<file path="src/rtl/clr_dp_ram_if.sv">
`default_nettype none
// ============================================================================
// Module   : clr_dp_ram_if
// Brief    : Write/read/clear port bundle for the clr_dp_ram storage primitive.
// Revision : 1.0 - initial release
// ============================================================================
interface clr_dp_ram_if #(
    parameter int DWIDTH = 16,
    parameter int AW     = 8
);
    logic              write_enable;
    logic [AW-1:0]     wr_addr;
    logic [DWIDTH-1:0] data_in;
    logic              rd_enable;
    logic [AW-1:0]     rd_addr;
    logic [DWIDTH-1:0] data_out;
    logic              data_valid;
    logic              clear_req;
    logic              busy;

    modport master (
        output write_enable, wr_addr, data_in, rd_enable, rd_addr, clear_req,
        input  data_out, data_valid, busy
    );

    modport slave (
        input  write_enable, wr_addr, data_in, rd_enable, rd_addr, clear_req,
        output data_out, data_valid, busy
    );
endinterface
`default_nettype wire

</file>
<file path="src/rtl/clr_dp_ram.sv">
`default_nettype none
// ============================================================================
// Module   : clr_dp_ram
// Brief    : Simple dual-port RAM with read valid, selectable read-during-write,
//            optional output register and a built-in clear sequencer.
// Revision : 1.0 - initial release
// ============================================================================
module clr_dp_ram #(
    parameter int                DWIDTH    = 16,
    parameter int                DEPTH     = 256,
    parameter int                RD_MODE   = 0,
    parameter int                OUT_REG   = 0,
    parameter logic [DWIDTH-1:0] CLEAR_VAL = '0
) (
    input  wire          aclk,
    input  wire          areset,
    clr_dp_ram_if.slave  bus
);
    localparam int            AW      = $clog2(DEPTH);
    localparam logic [AW:0]   c_DEPTH = (AW+1)'(DEPTH);
    localparam logic [AW:0]   c_LAST  = (AW+1)'(DEPTH - 1);
    localparam logic [AW:0]   c_ONE   = (AW+1)'(1);

    typedef enum logic [0:0] {
        S_IDLE  = 1'b0,
        S_CLEAR = 1'b1
    } state_t;

    state_t            r_state;
    state_t            w_state_nxt;
    logic [AW:0]       r_cnt;
    logic [AW:0]       w_cnt_nxt;

    logic [DWIDTH-1:0] r_mem [DEPTH];

    logic              w_idle;
    logic              w_wr_ok;
    logic              w_rd_ok;
    logic              w_rd_in_range;
    logic              w_mem_we;
    logic [AW-1:0]     w_mem_addr;
    logic [DWIDTH-1:0] w_mem_din;
    logic [DWIDTH-1:0] w_rd_word;

    logic [DWIDTH-1:0] r_rd_data;
    logic              r_rd_valid;

    // ------------------------------------------------------------------
    // Clear sequencer
    // ------------------------------------------------------------------
    always_ff @(posedge aclk or posedge areset) begin
        if (areset) begin
            r_state <= S_CLEAR;
            r_cnt   <= '0;
        end else begin
            r_state <= w_state_nxt;
            r_cnt   <= w_cnt_nxt;
        end
    end

    always_comb begin
        w_state_nxt = r_state;
        w_cnt_nxt   = r_cnt;
        case (r_state)
            S_CLEAR: begin
                if (r_cnt == c_LAST) begin
                    w_state_nxt = S_IDLE;
                    w_cnt_nxt   = '0;
                end else begin
                    w_cnt_nxt   = r_cnt + c_ONE;
                end
            end
            default: begin
                if (bus.clear_req) begin
                    w_state_nxt = S_CLEAR;
                    w_cnt_nxt   = '0;
                end
            end
        endcase
    end

    assign w_idle   = (r_state == S_IDLE);
    assign bus.busy = (r_state == S_CLEAR);

    // ------------------------------------------------------------------
    // Storage: the clear sequencer owns the write port while busy
    // ------------------------------------------------------------------
    assign w_wr_ok       = w_idle && bus.write_enable && ({1'b0, bus.wr_addr} < c_DEPTH);
    assign w_rd_ok       = w_idle && bus.rd_enable;
    assign w_rd_in_range = ({1'b0, bus.rd_addr} < c_DEPTH);

    assign w_mem_we   = !w_idle || w_wr_ok;
    assign w_mem_addr = w_idle ? bus.wr_addr : r_cnt[AW-1:0];
    assign w_mem_din  = w_idle ? bus.data_in : CLEAR_VAL;

    always_ff @(posedge aclk) begin
        if (w_mem_we) begin
            r_mem[w_mem_addr] <= w_mem_din;
        end
    end

    // Read-first falls out of the non-blocking array update; write-first needs the bypass.
    always_comb begin
        w_rd_word = CLEAR_VAL;
        if (w_rd_in_range) begin
            if ((RD_MODE != 0) && w_wr_ok && (bus.wr_addr == bus.rd_addr)) begin
                w_rd_word = bus.data_in;
            end else begin
                w_rd_word = r_mem[bus.rd_addr];
            end
        end
    end

    always_ff @(posedge aclk or posedge areset) begin
        if (areset) begin
            r_rd_data  <= '0;
            r_rd_valid <= 1'b0;
        end else begin
            r_rd_valid <= w_rd_ok;
            if (w_rd_ok) begin
                r_rd_data <= w_rd_word;
            end
        end
    end

    // ------------------------------------------------------------------
    // Optional output pipeline stage
    // ------------------------------------------------------------------
    generate
        if (OUT_REG != 0) begin : g_out_reg
            logic [DWIDTH-1:0] r_pipe_data;
            logic              r_pipe_valid;

            always_ff @(posedge aclk or posedge areset) begin
                if (areset) begin
                    r_pipe_data  <= '0;
                    r_pipe_valid <= 1'b0;
                end else begin
                    r_pipe_valid <= r_rd_valid;
                    if (r_rd_valid) begin
                        r_pipe_data <= r_rd_data;
                    end
                end
            end

            assign bus.data_out   = r_pipe_data;
            assign bus.data_valid = r_pipe_valid;
        end else begin : g_no_out_reg
            assign bus.data_out   = r_rd_data;
            assign bus.data_valid = r_rd_valid;
        end
    endgenerate

endmodule
`default_nettype wire
</file>
<file path="src/flat_wrapper.sv">
// flat-port wrapper written by rule: the top's interface ports become plain ports
module clr_dp_ram_flat 
#(
    parameter int                DWIDTH    = 16,
    parameter int                DEPTH     = 256,
    parameter int                RD_MODE   = 0,
    parameter int                OUT_REG   = 0,
    parameter logic [DWIDTH-1:0] CLEAR_VAL = '0
)
  (aclk, areset, bus_write_enable, bus_wr_addr, bus_data_in, bus_rd_enable, bus_rd_addr, bus_clear_req, bus_data_out, bus_data_valid, bus_busy);
  clr_dp_ram_if #(.DWIDTH(DWIDTH)) bus_i ();
  input  wire aclk;
  input  wire areset;
  input wire logic [$bits(bus_i.write_enable)-1:0] bus_write_enable;
  input wire logic [$bits(bus_i.wr_addr)-1:0] bus_wr_addr;
  input wire logic [$bits(bus_i.data_in)-1:0] bus_data_in;
  input wire logic [$bits(bus_i.rd_enable)-1:0] bus_rd_enable;
  input wire logic [$bits(bus_i.rd_addr)-1:0] bus_rd_addr;
  input wire logic [$bits(bus_i.clear_req)-1:0] bus_clear_req;
  output wire logic [$bits(bus_i.data_out)-1:0] bus_data_out;
  output wire logic [$bits(bus_i.data_valid)-1:0] bus_data_valid;
  output wire logic [$bits(bus_i.busy)-1:0] bus_busy;
  assign bus_i.write_enable = bus_write_enable;
  assign bus_i.wr_addr = bus_wr_addr;
  assign bus_i.data_in = bus_data_in;
  assign bus_i.rd_enable = bus_rd_enable;
  assign bus_i.rd_addr = bus_rd_addr;
  assign bus_i.clear_req = bus_clear_req;
  assign bus_data_out = bus_i.data_out;
  assign bus_data_valid = bus_i.data_valid;
  assign bus_busy = bus_i.busy;
  clr_dp_ram #(.DWIDTH(DWIDTH), .DEPTH(DEPTH), .RD_MODE(RD_MODE), .OUT_REG(OUT_REG), .CLEAR_VAL(CLEAR_VAL)) u_core (.aclk(aclk), .areset(areset), .bus(bus_i));
endmodule
</file>
<file path="config.mk">
export PLATFORM = sky130hd
export DESIGN_NAME = clr_dp_ram_flat
export DESIGN_NICKNAME = d
export VERILOG_FILES = /design/src/rtl/clr_dp_ram_if.sv /design/src/rtl/clr_dp_ram.sv /design/src/flat_wrapper.sv
export SDC_FILE = /design/constraint.sdc
export NUM_CORES = 2
export LEC_CHECK = 0
export ABC_AREA = 1
export BUFFER_PORTS_ARGS = -buffer_cell sky130_fd_sc_hd__buf_4
export CORE_ASPECT_RATIO = 1.4
export CORE_MARGIN = 4
export CORE_UTILIZATION = 45
export DETAILED_ROUTE_END_ITERATION = 12
export PLACE_DENSITY = 0.57
export SLEW_MARGIN = 20
export SYNTH_ARGS = -nofsm -noshare
export SYNTH_HDL_FRONTEND = slang
export SYNTH_SLANG_ARGS = --single-unit
export TNS_END_PERCENT = 5
</file>
<file path="constraint.sdc">
create_clock -name aclk -period 9.3 [get_ports aclk]
set_input_delay 0.93 -clock aclk [delete_from_list [all_inputs] [get_ports aclk]]
set_output_delay 0.93 -clock aclk [all_outputs]
set_load 0.03 [all_outputs]
</file>
==> parameters.txt <==
Parameter                              Value

Run status
  Status ... completed

Logic synthesis
  Primary FF master, synth ... sky130_fd_sc_hd__edfxtp_1
  Gate Count Post-Synth ... 13700
  Count of state elements after synthesis ... 4123
  Most area-hungry cell type in the Yosys netlist ... sky130_fd_sc_hd__edfxtp_1
  Async SR Flop Fraction ... 0.00655
  Number of flops mapped to enable cells by yosys ... 4096
  Count leader, synth ... sky130_fd_sc_hd__nand2_1
  Most numerous cell types in the synthesized netlist ... sky130_fd_sc_hd__nand2_1, sky130_fd_sc_hd__edfxtp_1, sky130_fd_sc_hd__nand3_1
  Seq/Total Area, Yosys ... 0.742
  Post-Synthesis Mean Instance Area ... between 10 and 15 sq um
  Synthesized net count ... 13800
  Share of Yosys cell area claimed by the top area cell type ... 0.738
  Netlist area before placement ... 0.167 sq mm
  Number of distinct library cells after synthesis ... 28
  Yosys Warn Count ... 0
  Leading cell types by total area after synthesis ... sky130_fd_sc_hd__edfxtp_1, sky130_fd_sc_hd__nand3_1, sky130_fd_sc_hd__nand2_1

Power and ir drop
  Leakage Power ... 64.5 nW
  Switching power of the nets ... 8.38 mW
  Total power per unit cell area ... 206 mW/mm^2
  Clock network power share ... 0.423
  Relative contribution of combinational cells to total power ... 0.049
  Total design power ... 38.1 mW
  Switching power share of the total ... 0.220
  Internal power ... 29.7 mW
  Part of the total power dissipated in sequential elements ... 0.528
  Max VDD drop ... 154 uV

Placed design
  Post-Place Cell Area ... 0.172 sq mm
  Placer Congestion ... 0.851
  Detail Placement HPWL ... 272 mm
  Count of port buffers added during placement ... 54
  Worst slack at placement ... 3500 ps
  Placed Instances ... around 18000

Critical path
  Data arrival time of the critical path ... 5870 ps
  Category of the most critical setup path ... input port to register
  Critical register-to-register path endpoint ... u_core.r_mem[222][7]
  Endpoint type of the worst setup path ... register
  Top delay family on crit path ... buffers and inverters
  Critical path depth in cells ... 13
  Cells along the critical path ... buf_8 -> buf_4 -> buf_12 -> buf_4 -> nand3_1 -> nand3_1 -> nand3_1 -> nand3_1 -> nand3_1 -> nand3_1 -> nand3_1 -> nand3_1 -> nand2_1
  R2R Path Start ... u_core.bus.busy
  Required time of the worst setup path ... between 10000 and 15000 ps
  Standard cell with the maximum stage delay on the critical path ... sky130_fd_sc_hd__buf_4
  Most frequent CP cell ... sky130_fd_sc_hd__nand3_1
  Crit path max fanout ... 140
  Biggest cell delay along the critical path ... 810 ps
  CP bufs+invs ... 4
  Register-to-register setup slack ... 4360 ps
  Worst reg2reg path depth ... 8
  Critical Path Start Type ... input port

Clock tree
  Latest clock arrival within the worst-skew pair ... between 900 and 1000 ps
  Number of clock sinks ... 4123
  Post-CTS resize count ... 0
  Number of buffers added for setup after CTS ... 0
  CTS buffer count ... 394
  Clock slew seen by the registers of the worst setup and hold paths ... 70 ps
  # H-tree levels ... 5
  Root Buffer ... sky130_fd_sc_hd__clkbuf_16
  Quantity of hold-fixing buffers added after cts ... 0
  CTS tree ... yes
  Number of buffers on the longest clock path ... 4

Timing
  Final setup violation count ... 0
  Clock skew ... 70.5 ps
  Final Cycle Share ... 0.544
  Post-route setup slack ... 4240 ps
  WHS ... 208 ps
  Max-slew violations ... 0
  Shortest clock period the worst path allows after layout ... 5060 ps
  Total negative slack for setup checks ... 0 ps
  Final number of hold-violating endpoints ... 0
  Highest clock frequency the design can meet ... 198 MHz
  Worst-margin pin slew ... 1200 ps
  Unrepaired setup endpoints after global routing ... no
  Worst slew margin relative to its limit ... 0.203

Route
  Drt drc ... 0
  Post-DR wirelength/cell ... 26.5 microns
  Post-detailed-route via-to-cell ratio ... 5.80
  Antenna-violating nets left ... 0
  Iteration-0 DRC Markers ... ~13000
  Total number of vias ... 110000
  First-pass iteration count of the detailed router ... 6
  Detailed-route wire length ... 500 mm

Floorplanning
  Die width ... approximately 520 microns
  Vert. Die Dim ... between 700 and 800 microns
  Number of top-level design ports ... 55
  Initial standard-cell utilization of the core ... 0.452
  Placeable core region ... 0.369 sq mm
  Total Die Area ... 0.380 sq mm
  Row cnt ... 264

Finish
  Final instance area ... 0.184 sq mm
  Post-route insts no fill ... 18900
  Final net count ... 13700
  Fillers ... 31800
  Layout Area Growth over Synthesis ... 10.7%
  Ratio of cells with drive above 1 in the final layout ... 0.0776
  Layout Utilization ... 0.500

GRT
  Via count of the first global-routing pass ... between 100k and 150k
  Total global-route track usage ... 0.256
  Maximum number of pins on one net before global-route repair ... 205
  Global-route wire length before repair ... 726 mm
  Antenna violations before repair ... 12
  Gr ovfl total ... 0

Run
  Max capacitance violation total ... 0

Hold path
  Type of the tightest min-delay check ... input port to asynchronous set/reset pin
[flip-flops by register name (all words and copies together) (netlist names)]
signal	cells
u_core.r_mem	4096
u_core.bus.data_valid	1
u_core.bus.busy	1
u_core.bus.data_out	16
u_core.r_cnt	9
[layout by cell type (no fill, tap or decap), types with 4 or more instances in the layout]
master | netlist | final
sky130_fd_sc_hd__nand2_2 | 0 | 16
sky130_fd_sc_hd__clkinv_4 | 0 | 4
sky130_fd_sc_hd__nor2_1 | 307 | 263
sky130_fd_sc_hd__nand3_1 | 4085 | 4085
sky130_fd_sc_hd__inv_6 | 0 | 10
sky130_fd_sc_hd__clkinv_1 | 2 | 93
sky130_fd_sc_hd__o21ai_0 | 9 | 9
sky130_fd_sc_hd__o22ai_1 | 4 | 4
sky130_fd_sc_hd__inv_1 | 66 | 64
sky130_fd_sc_hd__diode_2 | 0 | 6
sky130_fd_sc_hd__nor2_2 | 0 | 21
sky130_fd_sc_hd__dfrtp_1 | 26 | 26
sky130_fd_sc_hd__inv_16 | 0 | 4
sky130_fd_sc_hd__nand2_1 | 4177 | 4161
sky130_fd_sc_hd__buf_4 | 173 | 422
sky130_fd_sc_hd__clkinv_2 | 0 | 73
sky130_fd_sc_hd__clkbuf_16 | 0 | 400
sky130_fd_sc_hd__edfxtp_1 | 4096 | 4096
sky130_fd_sc_hd__clkinv_8 | 0 | 5
sky130_fd_sc_hd__clkinvlp_4 | 0 | 15
sky130_fd_sc_hd__buf_12 | 0 | 30
sky130_fd_sc_hd__clkbuf_1 | 114 | 72
sky130_fd_sc_hd__nor2_4 | 0 | 23
sky130_fd_sc_hd__bufinv_16 | 0 | 44
[routing by layer]
metal	part of all wire	track usage	vias to the layer above
li1	-	-	48800
met1	0.40	0.349	54800
met2	0.47	0.410	5167
met3	0.081	0.0363	912
met4	0.049	0.115	2
met5	0.000032	0	-
[power groups by stage]
stage          Sequential, mW  Clock, mW  Combinational [mW]
2_1_floorplan            20.5          0                1.24
3_3_place_gp             20.5          0                1.85
3_5_place_dp             20.5          0                1.86
4_1_cts                  20.1       16.3                1.87
5_1_grt                  20.1       17.1                2.02
6_report                 20.1       16.1                1.88
[area by class of cell]
| type | instances | area [sq um] | share of cell area |
|---|---|---|---|
| antenna | 6 | 15.0 | 0.0000814 |
| clock buffer | 475 | 10300 | 0.0560 |
| clock inverter | 245 | 2400 | 0.0130 |
| inverter | 73 | 324 | 0.00176 |
| multi-input combinational | 8597 | 37700 | 0.205 |
| sequential | 4123 | 124000 | 0.670 |
| tap | 4921 | 6160 | 0.0334 |
| timing repair buffer | 456 | 3840 | 0.0208 |
[how the worst max path moves through the flow]
stage,from,endpoint,slack [ps]
2_1_floorplan,u_core.bus.busy,u_core.r_mem[0][10],820
3_3_place_gp,bus_rd_addr[1],u_core.bus.data_out[1],3530
3_5_place_dp,bus_rd_addr[1],u_core.bus.data_out[1],3500
4_1_cts,u_core.bus.busy,u_core.r_mem[222][5],4410
5_1_grt,bus_rd_addr[0],u_core.bus.data_out[1],4220
6_report,bus_rd_addr[1],u_core.bus.data_out[1],4240
[cell families (layout without fill, tap and decap cells)]
| kind of cell | after synthesis | in the layout | synth area share |
|---|---|---|---|
| xor+xnor | 3 | 3 | 0.000158 |
| other cells | 0 | 6 | 0 |
| fa+ha+maj | 1 | 1 | 0.0000751 |
| simple gates | 8574 | 8574 | 0.224 |
| compound gates | 19 | 19 | 0.000653 |
| buf+inv | 1015 | 1249 | 0.0329 |
| flops | 4123 | 4123 | 0.742 |
[worst reg2reg max path, delay by kind of cell (launching register included)]
kind	cells	cell delay, ps
simple gates	3	2360
buf+inv	4	1150
compound gates	1	600
flops	1	510
No activity file was read; power rests on OpenSTA's default activity.
